## config.mk

```make
export PLATFORM = sky130hd
export DESIGN_NAME = inst_loader_flat
export DESIGN_NICKNAME = d
export VERILOG_FILES = /design/src/rtl/inst_loader_pkg.sv /design/src/rtl/inst_loader_if.sv /design/src/rtl/inst_loader_word_assembler.sv /design/src/rtl/inst_loader.sv /design/src/flat_wrapper.sv
export SDC_FILE = /design/constraint.sdc
export NUM_CORES = 1
export LEC_CHECK = 0
export ABC_AREA = 0
export CAP_MARGIN = 25
export CORE_AREA = 2 2 115 117
export DETAILED_ROUTE_END_ITERATION = 10
export DIE_AREA = 0 0 117 119
export PLACE_DENSITY_LB_ADDON = 0.1
export SLEW_MARGIN = 10
export SYNTH_ARGS = -nofsm -noshare
export SYNTH_HDL_FRONTEND = slang
export SYNTH_HIERARCHICAL = 1
export SYNTH_SLANG_ARGS = --single-unit
```

## constraint.sdc

```tcl
create_clock -name clk -period 5.6 [get_ports clk]
set_clock_uncertainty 0.1 [all_clocks]
set_input_delay 0.84 -clock clk [delete_from_list [all_inputs] [get_ports clk]]
set_output_delay 0.84 -clock clk [all_outputs]
set_load 0.03 [all_outputs]
```

## src/rtl/inst_loader_pkg.sv

```systemverilog
// Shared definitions for the instruction loader: FSM encoding, sizing defaults
// and the word-index to byte-address mapping used on the memory port.
package inst_loader_pkg;

    typedef enum logic [2:0] {
        IDLE   = 3'd0,
        HDR_HI = 3'd1,
        HDR_LO = 3'd2,
        DATA   = 3'd3,
        WRITE  = 3'd4,
        DONE   = 3'd5,
        ERR    = 3'd6
    } state_t;

    localparam int DEPTH_WORDS_DEFAULT = 1024;
    localparam int HDR_BYTES           = 2;
    localparam int COUNT_W             = 8 * HDR_BYTES;

    // Word index to PC-compatible byte address, zero-extended to 32 bits.
    function automatic logic [31:0] word_addr(input logic [COUNT_W-1:0] idx);
        return {{(30 - COUNT_W){1'b0}}, idx, 2'b00};
    endfunction

endpackage

```

## src/rtl/inst_loader_if.sv

```systemverilog
// Byte-stream input and instruction-memory write port of the loader.
// master = stream source / memory side, slave = the loader itself.
interface inst_loader_if;
    logic [7:0]  rx_data;
    logic        rx_valid;
    logic        rx_ready;
    logic        imem_we;
    logic [31:0] imem_addr;
    logic [31:0] imem_wdata;

    modport master (
        output rx_data,
        output rx_valid,
        input  rx_ready,
        input  imem_we,
        input  imem_addr,
        input  imem_wdata
    );

    modport slave (
        input  rx_data,
        input  rx_valid,
        output rx_ready,
        output imem_we,
        output imem_addr,
        output imem_wdata
    );
endinterface

```

## src/rtl/inst_loader_word_assembler.sv

```systemverilog
// Packs accepted bytes MSB first into a 32-bit word and flags the 4th byte.
// next_word_o already contains the byte being shifted in this cycle.
module word_assembler (
    input  logic        clk,
    input  logic        rst,
    input  logic        clr_i,
    input  logic        shift_en_i,
    input  logic [7:0]  byte_i,
    output logic [31:0] next_word_o,
    output logic        word_complete_o
);

    logic [31:0] shreg_q;
    logic [1:0]  byte_idx_q;

    always_ff @(posedge clk) begin
        if (rst || clr_i) begin
            byte_idx_q <= 2'd0;
        end else if (shift_en_i) begin
            byte_idx_q <= byte_idx_q + 2'd1;
        end
    end

    always_ff @(posedge clk) begin
        if (shift_en_i) begin
            shreg_q <= next_word_o;
        end
    end

    assign next_word_o     = {shreg_q[23:0], byte_i};
    assign word_complete_o = shift_en_i && (byte_idx_q == 2'd3);

endmodule

```

## src/rtl/inst_loader.sv

```systemverilog
// Boot loader: reads a big-endian 16-bit word count followed by MSB-first
// instruction words from a byte stream and writes them to instruction memory.
module inst_loader
    import inst_loader_pkg::*;
#(
    parameter int DEPTH_WORDS = DEPTH_WORDS_DEFAULT,
    parameter int TIMEOUT     = 100000
) (
    input  logic          clk,
    input  logic          rst,
    input  logic          start,
    inst_loader_if.slave  bus,
    output logic          cpu_rst,
    output logic          done,
    output logic          err
);

    localparam int                   IDLE_W      = $clog2(TIMEOUT + 1);
    localparam logic [IDLE_W-1:0]    IDLE_LIMIT  = IDLE_W'(TIMEOUT);
    localparam logic [COUNT_W:0]     DEPTH_LIMIT = (COUNT_W + 1)'(DEPTH_WORDS);

    state_t               state_q;
    logic                 rx_ready_q;
    logic                 imem_we_q;
    logic [31:0]          imem_addr_q;
    logic [31:0]          imem_wdata_q;
    logic                 cpu_rst_q;
    logic                 done_q;
    logic                 err_q;
    logic [COUNT_W-1:0]   count_q;
    logic [COUNT_W-1:0]   word_idx_q;
    logic [COUNT_W-1:0]   word_idx_d;
    logic [COUNT_W-1:0]   hdr_count;
    logic [IDLE_W-1:0]    idle_q;
    logic [IDLE_W-1:0]    idle_d;

    logic                 accept;
    logic                 load_req;
    logic                 timeout_hit;
    logic                 shift_en;
    logic                 asm_clr;
    logic                 word_complete;
    logic [31:0]          next_word;

    always_comb begin
        accept      = bus.rx_valid && rx_ready_q;
        load_req    = start && (state_q == IDLE || state_q == DONE || state_q == ERR);
        idle_d      = idle_q + 1'b1;
        timeout_hit = !accept && (state_q == HDR_LO || state_q == DATA)
                      && (idle_d == IDLE_LIMIT);
        shift_en    = accept && (state_q == DATA);
        // A timeout throws away whatever partial word was being packed.
        asm_clr     = load_req || timeout_hit;
        word_idx_d  = word_idx_q + 1'b1;
        hdr_count   = {count_q[COUNT_W-1:8], bus.rx_data};
    end

    word_assembler u_asm (
        .clk             (clk),
        .rst             (rst),
        .clr_i           (asm_clr),
        .shift_en_i      (shift_en),
        .byte_i          (bus.rx_data),
        .next_word_o     (next_word),
        .word_complete_o (word_complete)
    );

    always_ff @(posedge clk) begin
        if (rst) begin
            state_q      <= IDLE;
            rx_ready_q   <= 1'b0;
            imem_we_q    <= 1'b0;
            imem_addr_q  <= '0;
            imem_wdata_q <= '0;
            cpu_rst_q    <= 1'b1;
            done_q       <= 1'b0;
            err_q        <= 1'b0;
            count_q      <= '0;
            word_idx_q   <= '0;
            idle_q       <= '0;
        end else begin
            imem_we_q <= 1'b0;
            if (load_req) begin
                state_q    <= HDR_HI;
                rx_ready_q <= 1'b1;
                cpu_rst_q  <= 1'b1;
                done_q     <= 1'b0;
                err_q      <= 1'b0;
                word_idx_q <= '0;
                idle_q     <= '0;
            end else if (timeout_hit) begin
                state_q    <= ERR;
                rx_ready_q <= 1'b0;
                err_q      <= 1'b1;
                cpu_rst_q  <= 1'b1;
            end else begin
                case (state_q)
                    HDR_HI: begin
                        if (accept) begin
                            count_q[COUNT_W-1:8] <= bus.rx_data;
                            idle_q               <= '0;
                            state_q              <= HDR_LO;
                        end
                    end
                    HDR_LO: begin
                        if (accept) begin
                            count_q <= hdr_count;
                            idle_q  <= '0;
                            if (hdr_count == '0) begin
                                state_q    <= DONE;
                                rx_ready_q <= 1'b0;
                                done_q     <= 1'b1;
                                cpu_rst_q  <= 1'b0;
                            end else if ({1'b0, hdr_count} > DEPTH_LIMIT) begin
                                state_q    <= ERR;
                                rx_ready_q <= 1'b0;
                                err_q      <= 1'b1;
                            end else begin
                                state_q <= DATA;
                            end
                        end else begin
                            idle_q <= idle_d;
                        end
                    end
                    DATA: begin
                        if (accept) begin
                            idle_q <= '0;
                            if (word_complete) begin
                                state_q      <= WRITE;
                                rx_ready_q   <= 1'b0;
                                imem_we_q    <= 1'b1;
                                imem_addr_q  <= word_addr(word_idx_q);
                                imem_wdata_q <= next_word;
                            end
                        end else begin
                            idle_q <= idle_d;
                        end
                    end
                    WRITE: begin
                        word_idx_q <= word_idx_d;
                        if (word_idx_d == count_q) begin
                            state_q   <= DONE;
                            done_q    <= 1'b1;
                            cpu_rst_q <= 1'b0;
                        end else begin
                            state_q    <= DATA;
                            rx_ready_q <= 1'b1;
                        end
                    end
                    default: begin
                    end
                endcase
            end
        end
    end

    assign bus.rx_ready   = rx_ready_q;
    assign bus.imem_we    = imem_we_q;
    assign bus.imem_addr  = imem_addr_q;
    assign bus.imem_wdata = imem_wdata_q;
    assign cpu_rst        = cpu_rst_q;
    assign done           = done_q;
    assign err            = err_q;

endmodule

```

## src/flat_wrapper.sv

```systemverilog
// flat-port wrapper written by rule: the top's interface ports become plain ports
module inst_loader_flat import inst_loader_pkg::*;
#(
    parameter int DEPTH_WORDS = DEPTH_WORDS_DEFAULT,
    parameter int TIMEOUT     = 100000
)
  (clk, rst, start, cpu_rst, done, err, bus_rx_data, bus_rx_valid, bus_rx_ready, bus_imem_we, bus_imem_addr, bus_imem_wdata);
  inst_loader_if bus_i ();
  input  logic clk;
  input  logic rst;
  input  logic start;
  output logic cpu_rst;
  output logic done;
  output logic err;
  input wire logic [$bits(bus_i.rx_data)-1:0] bus_rx_data;
  input wire logic [$bits(bus_i.rx_valid)-1:0] bus_rx_valid;
  output wire logic [$bits(bus_i.rx_ready)-1:0] bus_rx_ready;
  output wire logic [$bits(bus_i.imem_we)-1:0] bus_imem_we;
  output wire logic [$bits(bus_i.imem_addr)-1:0] bus_imem_addr;
  output wire logic [$bits(bus_i.imem_wdata)-1:0] bus_imem_wdata;
  assign bus_i.rx_data = bus_rx_data;
  assign bus_i.rx_valid = bus_rx_valid;
  assign bus_rx_ready = bus_i.rx_ready;
  assign bus_imem_we = bus_i.imem_we;
  assign bus_imem_addr = bus_i.imem_addr;
  assign bus_imem_wdata = bus_i.imem_wdata;
  inst_loader #(.DEPTH_WORDS(DEPTH_WORDS), .TIMEOUT(TIMEOUT)) u_core (.clk(clk), .rst(rst), .start(start), .bus(bus_i), .cpu_rst(cpu_rst), .done(done), .err(err));
endmodule
```

==> reports/results.tsv, run 1 <==
stage	metric	value	unit
placed_design	placed cell count	904	
power	Combinational Power Share	4.8	%
critical_path	CP startpoint kind	primary input	
power	Psw	488	uW
power	Leak Pwr	2.39	nW
critical_path	RR Endpoint	u_core/state_q[2]	
timing	crit path time final	3.09	ns
yosys	area leader, netlist	dfxtp_1	
cells_and_area	Antenna Cells	0	
timing	ratio of final minimum period to clock period	55.2	%
timing	RSZ-0062 raised after global routing	no	
critical_path	worst path cell trace	clkdlybuf4s50_1 -> nand2_1 -> nor2_1 -> and3_1 -> buf_4 -> and2_2 -> nand2b_1 -> mux2i_1 -> o21ai_0 -> nor3b_1 -> a311oi_2	
yosys	top cell type's share of synthesized area	34.9	%
yosys	number of flops mapped to enable cells by yosys	24	
critical_path	FF-to-FF setup slack	2.59	ns
placed_design	Buffers on Ports	64	
critical_path	Worst Setup SP	bus_rx_valid	
yosys	Seq cells post-synth	131	
grt	grt ovf	0	
power	clock power share	50.5	%
floorplanning	Rows	42	
routing	DRT iter0 DRCs	247	
critical_path	worst endpoint data arrival time	3.31	ns
timing	worst slew pin tran	0.881	ns
placed_design	GP Congestion	0.897	
power	pwr/cell area	299	nW/um^2
critical_path	Top delay family on crit path	simple AND/OR/NAND/NOR gates	
timing	final setup TNS	0	ns
yosys	Synth area leaders	dfxtp_1, edfxtp_1, nand2_1	
job	max-capacitance violation count	0	
min_path	worst hold path class	flop to flop	
cells_and_area	Final nets	763	
run_status	status	finished, final reports clean	
grt	first-pass GRT wire length	23100	um
critical_path	Worst Path Buf+Inv	2	
min_path	origin of the worst min-delay path	u_core/u_asm/shreg_q[14]	
timing	final count of hold timing violations	0	
power	maximum VDD drop	0.000147	V
routing	first drt pass iteration count	5	
grt	initial antenna violation count	0	
timing	Max Freq	323	MHz
grt	number of global-route vias before repair	4652	
routing	# DRC	0	
timing	relative slew slack	41.0	%
power	power share of the sequential group	44.7	%
clock_network	Post-CTS Setup Bufs	0	
yosys	Yosys warning count	6	
yosys	post-synthesis average cell area	8.58	um^2
critical_path	worst-path fanout max	29	
yosys	Post-Synthesis Cells	715	
placed_design	post-DP HPWL	9480	um
clock_network	CTS tree	done	
timing	Slew Viols, Final	0	
power	Tot Pwr	2.18	mW
cells_and_area	final cell count without fillers	936	
yosys	Cell variety after synth	69	
routing	final WL	14000	um
timing	setup violators final	0	
cells_and_area	layout cells sized above 1	6.97	%
critical_path	Worst path depth	11	
yosys	async set or reset register ratio after synthesis	0	%
floorplanning	I/O pins	81	
routing	Vias per Instance	5.39	
routing	post-route ant nets	0	
clock_network	Reg clk slew, reported paths	0.06	ns
critical_path	Largest stage delay, worst path	0.53	ns
clock_network	cts bufs inserted	17	
critical_path	Critical Path RT	5.82	ns
clock_network	htree depth	4	
floorplanning	Die H	119	um
clock_network	Clock Sinks	131	
floorplanning	Die ar.	13900	um^2
yosys	post-synthesis sequential area ratio	46.7	%
grt	pin count of the biggest net entering global routing	71	
critical_path	critical path type	primary input to flop	
critical_path	CP Capture Point	u_core/state_q[2]	
cells_and_area	synth-to-layout area growth	18.8	%
clock_network	Post-CTS Resized	0	
power	sw frac	22.4	%
cells_and_area	most common cell after layout, fill and taps aside	nand2_1	
yosys	ys flop type	dfxtp_1	
critical_path	CP Capture Type	flop	
floorplanning	Die Wd	117	um
routing	via count	5048	
critical_path	Critical-path top delay cell	clkdlybuf4s50_1	
critical_path	FF-to-FF path depth	8	
power	Power Internal	1.69	mW
clock_network	Hold Buf Count CTS	0	
floorplanning	CORE AREA	12900	um^2
grt	total track usage	21.1	%
clock_network	Clock Path Buffers	2	
floorplanning	Initial Util	47.6	%
cells_and_area	leading cell types in the layout, fill and taps excluded	nand2_1, dfxtp_1, a21oi_1	
clock_network	worst skew pair latency	0.41	ns
routing	wire per inst	15.0	um
critical_path	Worst R2R Start	u_core/idle_q[0]	
clock_network	clock root cell	clkbuf_16	
yosys	Netlist Area Pre-Place	6130	um^2
worst min-delay path by stage:
stage	endpoint	slack (ns)	depth (start not counted)
6_report	u_core/u_asm/shreg_q[22]	0.35	0
5_1_grt	u_core/u_asm/shreg_q[13]	0.35	0
4_1_cts	u_core/u_asm/shreg_q[13]	0.35	0
3_5_place_dp	u_core/u_asm/shreg_q[16]	0.34	0
3_3_place_gp	u_core/u_asm/shreg_q[21]	0.33	0
2_1_floorplan	u_core/u_asm/shreg_q[10]	0.33	0
metrics by stage:
stage,setup slack [ns],hold WS [ns],utilization [%],instance area [um^2]
after global placement,2.13,0.330,52.0,6700
after CTS,2.52,0.351,56.6,7290
after detailed placement,2.08,0.337,52.0,6700
after global routing,2.29,0.354,56.6,7290
after floorplan,2.32,0.326,-,6190
final,2.51,0.350,56.6,7290
cell type report:
| cell class | count | area [um^2] |
|---|---|---|
| Inverter | 4 | 15.0 |
| Sequential cell | 131 | 2860 |
| Clock inverter | 13 | 159 |
| Tap cell | 176 | 220 |
| Clock buffer | 19 | 433 |
| Timing Repair Buffer | 70 | 681 |
| Multi-Input combinational cell | 523 | 2920 |
| Fill cell | 1195 | 5590 |
kinds of logic after synthesis:
| logic type | Yosys count | share of synthesized area, % |
|---|---|---|
| buf+inv | 76 | 6.71 |
| simple gates | 301 | 23.1 |
| xor+xnor | 34 | 4.85 |
| fa+ha+maj | 4 | 0.816 |
| compound gates | 148 | 14.5 |
| flops | 131 | 46.7 |
| mux | 20 | 3.28 |
| other cells | 1 | 0.0611 |
routing by layer:
metal,vias up,GRT usage (%),wire [um]
met2,122,32.5,6540
met4,0,8.09,242
li1,2534,-,-
met1,2374,28.9,6660
met5,-,0,0
met3,18,4.73,551
Yosys cell counts, types with 8 or more instances:
cell type	count
nor4_1	12
nand3_1	19
buf_4	24
a31oi_1	8
nand4_1	11
and3_1	8
xor2_1	11
mux2i_1	19
a21oi_1	76
nand2_1	131
nor2_1	61
clkbuf_1	36
xnor2_1	23
o21ai_0	27
edfxtp_1	24
nor3_1	11
dfxtp_1	107
flip-flops by register name, summed over array words and instances (netlist names), 2 cells and up:
register,flops
u_core/bus.imem_addr,16
u_core/bus.imem_wdata,32
u_core/count_q,16
u_core/idle_q,17
u_core/state_q,3
u_core/u_asm/byte_idx_q,2
u_core/u_asm/shreg_q,24
u_core/word_idx_q,16
power groups by stage:
stage | clock, mW | combinational (mW) | sequential (mW)
CTS | 1.13 | 0.106 | 0.975
finish | 1.10 | 0.105 | 0.975
detailed placement | 0 | 0.105 | 0.995
floorplan | 0 | 0.0924 | 0.991
global placement | 0 | 0.105 | 0.995
global route | 1.17 | 0.116 | 0.976
worst register-to-register path: stages (launching register included):
cell      delay (ns)
dfxtp_1         0.48
ha_1            0.31
and3_1          0.29
nand4_1         0.21
or3_1           0.42
a221oi_2        0.33
nand3_1         0.30
nor3b_1         0.24
a311oi_2        0.24
Note: power is estimated with default switching activity, not from simulation.
==> run 2: changes to the inputs <==
Clock period 5.6 ns to 2.72 ns, I/O delays scaled along.
==> reports/results.tsv, run 2 (same netlist as run 1, synthesis figures left out) <==
stage	metric	value	unit	change
clock_network	Reg clk slew, reported paths	0.06	ns	about the same
clock_network	cts bufs inserted	17		unchanged
job	max-capacitance violation count	0		unchanged
placed_design	worst slack at placement	0.0136	ns	was 2.08 ns
critical_path	critical path type	flop to flop		was primary input to flop
critical_path	worst endpoint data arrival time	2.81	ns	was 3.31 ns
cells_and_area	fillers	1162		was 1195
cells_and_area	leading cell types in the layout, fill and taps excluded	nand2_1, dfxtp_1, a21oi_1		unchanged
timing	Max Freq	388	MHz	
routing	via count	5195		was 5048
timing	Slew Viols, Final	0		unchanged
clock_network	Clock Path Buffers	2		unchanged
cells_and_area	Reg area	2870	um^2	was 2860 um^2
grt	first-pass GRT wire length	24200	um	was 23100 um
placed_design	Post-DP Area	7020	um^2	was 6700 um^2
clock_network	worst skew pair latency	0.42	ns	was 0.41 ns
min_path	worst hold path class	primary input to flop		was flop to flop
placed_design	placed cell count	942		was 904
timing	RSZ-0062 raised after global routing	no		unchanged
cells_and_area	Final Cell Area	7650	um^2	was 7290 um^2
routing	first drt pass iteration count	5		unchanged
timing	relative slew slack	58.3	%	was 41.0%
critical_path	Critical Path RT	2.95	ns	was 5.82 ns
power	pwr/cell area	585	nW/um^2	was 299 nW/um^2
placed_design	GP Congestion	0.932		was 0.897
timing	ratio of final minimum period to clock period	94.8	%	
clock_network	htree depth	4		unchanged
cells_and_area	Antenna Cells	0		unchanged
routing	post-route ant nets	0		unchanged
floorplanning	Die Wd	117	um	unchanged
grt	total track usage	22.3	%	was 21.1%
cells_and_area	final cell count without fillers	975		was 936
cells_and_area	layout cells sized above 1	12.9	%	was 6.97%
cells_and_area	Final nets	802		was 763
floorplanning	CORE AREA	12900	um^2	unchanged
routing	DRT iter0 DRCs	434		was 247
timing	worst slew pin tran	0.626	ns	was 0.881 ns
cells_and_area	synth-to-layout area growth	24.8	%	was 18.8%
routing	final WL	14800	um	was 14000 um
clock_network	Hold Buf Count CTS	0		unchanged
cells_and_area	area taken by multi-input logic gates	2960	um^2	was 2920 um^2
routing	wire per inst	15.2	um	was 15.0 um
timing	setup violators final	0		unchanged
grt	initial antenna violation count	0		unchanged
floorplanning	I/O pins	81		unchanged
floorplanning	Rows	42		unchanged
run_status	status	finished, final reports clean		unchanged
critical_path	worst-path fanout max	3		was 29
power	Leak Pwr	2.61	nW	was 2.39 nW
floorplanning	Initial Util	47.6	%	unchanged
routing	# DRC	0		unchanged
floorplanning	Die H	119	um	unchanged
timing	final worst slack	0.141	ns	was 2.51 ns
routing	Vias per Instance	5.33		was 5.39
clock_network	clock root cell	clkbuf_16		unchanged
placed_design	post-DP HPWL	10400	um	was 9480 um
critical_path	CP startpoint kind	flop		was primary input
clock_network	Clock Sinks	131		unchanged
power	maximum VDD drop	0.000449	V	was 0.000147 V
cells_and_area	max reg flops	32		unchanged
grt	number of global-route vias before repair	4776		was 4652
cells_and_area	most common cell after layout, fill and taps aside	nand2_1		unchanged
clock_network	CTS tree	done		unchanged
timing	final count of hold timing violations	0		unchanged
floorplanning	Die ar.	13900	um^2	unchanged
timing	final setup TNS	0	ns	unchanged
timing	crit path time final	2.58	ns	
grt	grt ovf	0		unchanged
placed_design	Buffers on Ports	64		unchanged
grt	pin count of the biggest net entering global routing	58		was 71
critical_path	CP Capture Type	flop		unchanged
-- run 2: cell type report --
class | count | share of cell area (%)
flip-flops and latches | 131 | 37.5
clock buffers | 19 | 5.79
clock inverters | 13 | 1.77
inverters | 4 | 0.196
repair buffers | 109 | 13.2
well taps | 176 | 2.88
multi-input cells | 523 | 38.7
-- run 2: report_power, final --
part / internal, mW / leakage, nW / switching [mW]
clock network: 1.37 / 0.284 / 0.848
registers: 1.98 / 1.08 / 0.0146
logic: 0.0922 / 1.25 / 0.172
-- run 2: worst max-delay path, cell delays in order (launching register included) --
cell and delay, ns:
dfxtp_1 0.41, xor2_2 0.19, or3b_1 0.37, a221o_1 0.34
a222oi_1 0.31, nand4_1 0.21, or2_1 0.31, a311oi_2 0.26
-- run 2: timing repair --
item / 4_1_cts / 5_1_grt
buffers inserted: 0 / 1
pin swaps: 0 / 2
gates resized for setup: 1 / 14
endpoints found under the setup margin: 1 / 13
-- run 2: final timing paths --
kind,from,to,slack [ns],cells after the start
max,u_core/word_idx_q[5],u_core/state_q[2],0.14,7
min,rst,u_core/bus.imem_wdata[17],0.24,2
max reg2reg,u_core/word_idx_q[5],u_core/state_q[2],0.14,7
min reg2reg,u_core/bus.imem_wdata[6],u_core/bus.imem_wdata[6],0.35,2
-- run 2: metrics by stage --
| step | power (mW) | util [%] | hold WS (ns) |
|---|---|---|---|
| after floorplan | 2.23 | - | 0.326 |
| after global placement | 2.30 | 54.5 | 0.337 |
| after detailed placement | 2.30 | 54.5 | 0.340 |
| after CTS | 4.51 | 59.0 | 0.227 |
| after global routing | 4.63 | 59.5 | 0.258 |
| final | 4.48 | 59.5 | 0.236 |
-- run 2: layer usage --
layer | global-route usage, % | wire length (um) | up-vias
met1 | 31.0 | 7050 | 2411
met4 | 8.31 | 258 | 0
met2 | 34.0 | 6880 | 158
met5 | 0 | 0 | -
li1 | - | - | 2605
met3 | 4.73 | 630 | 21
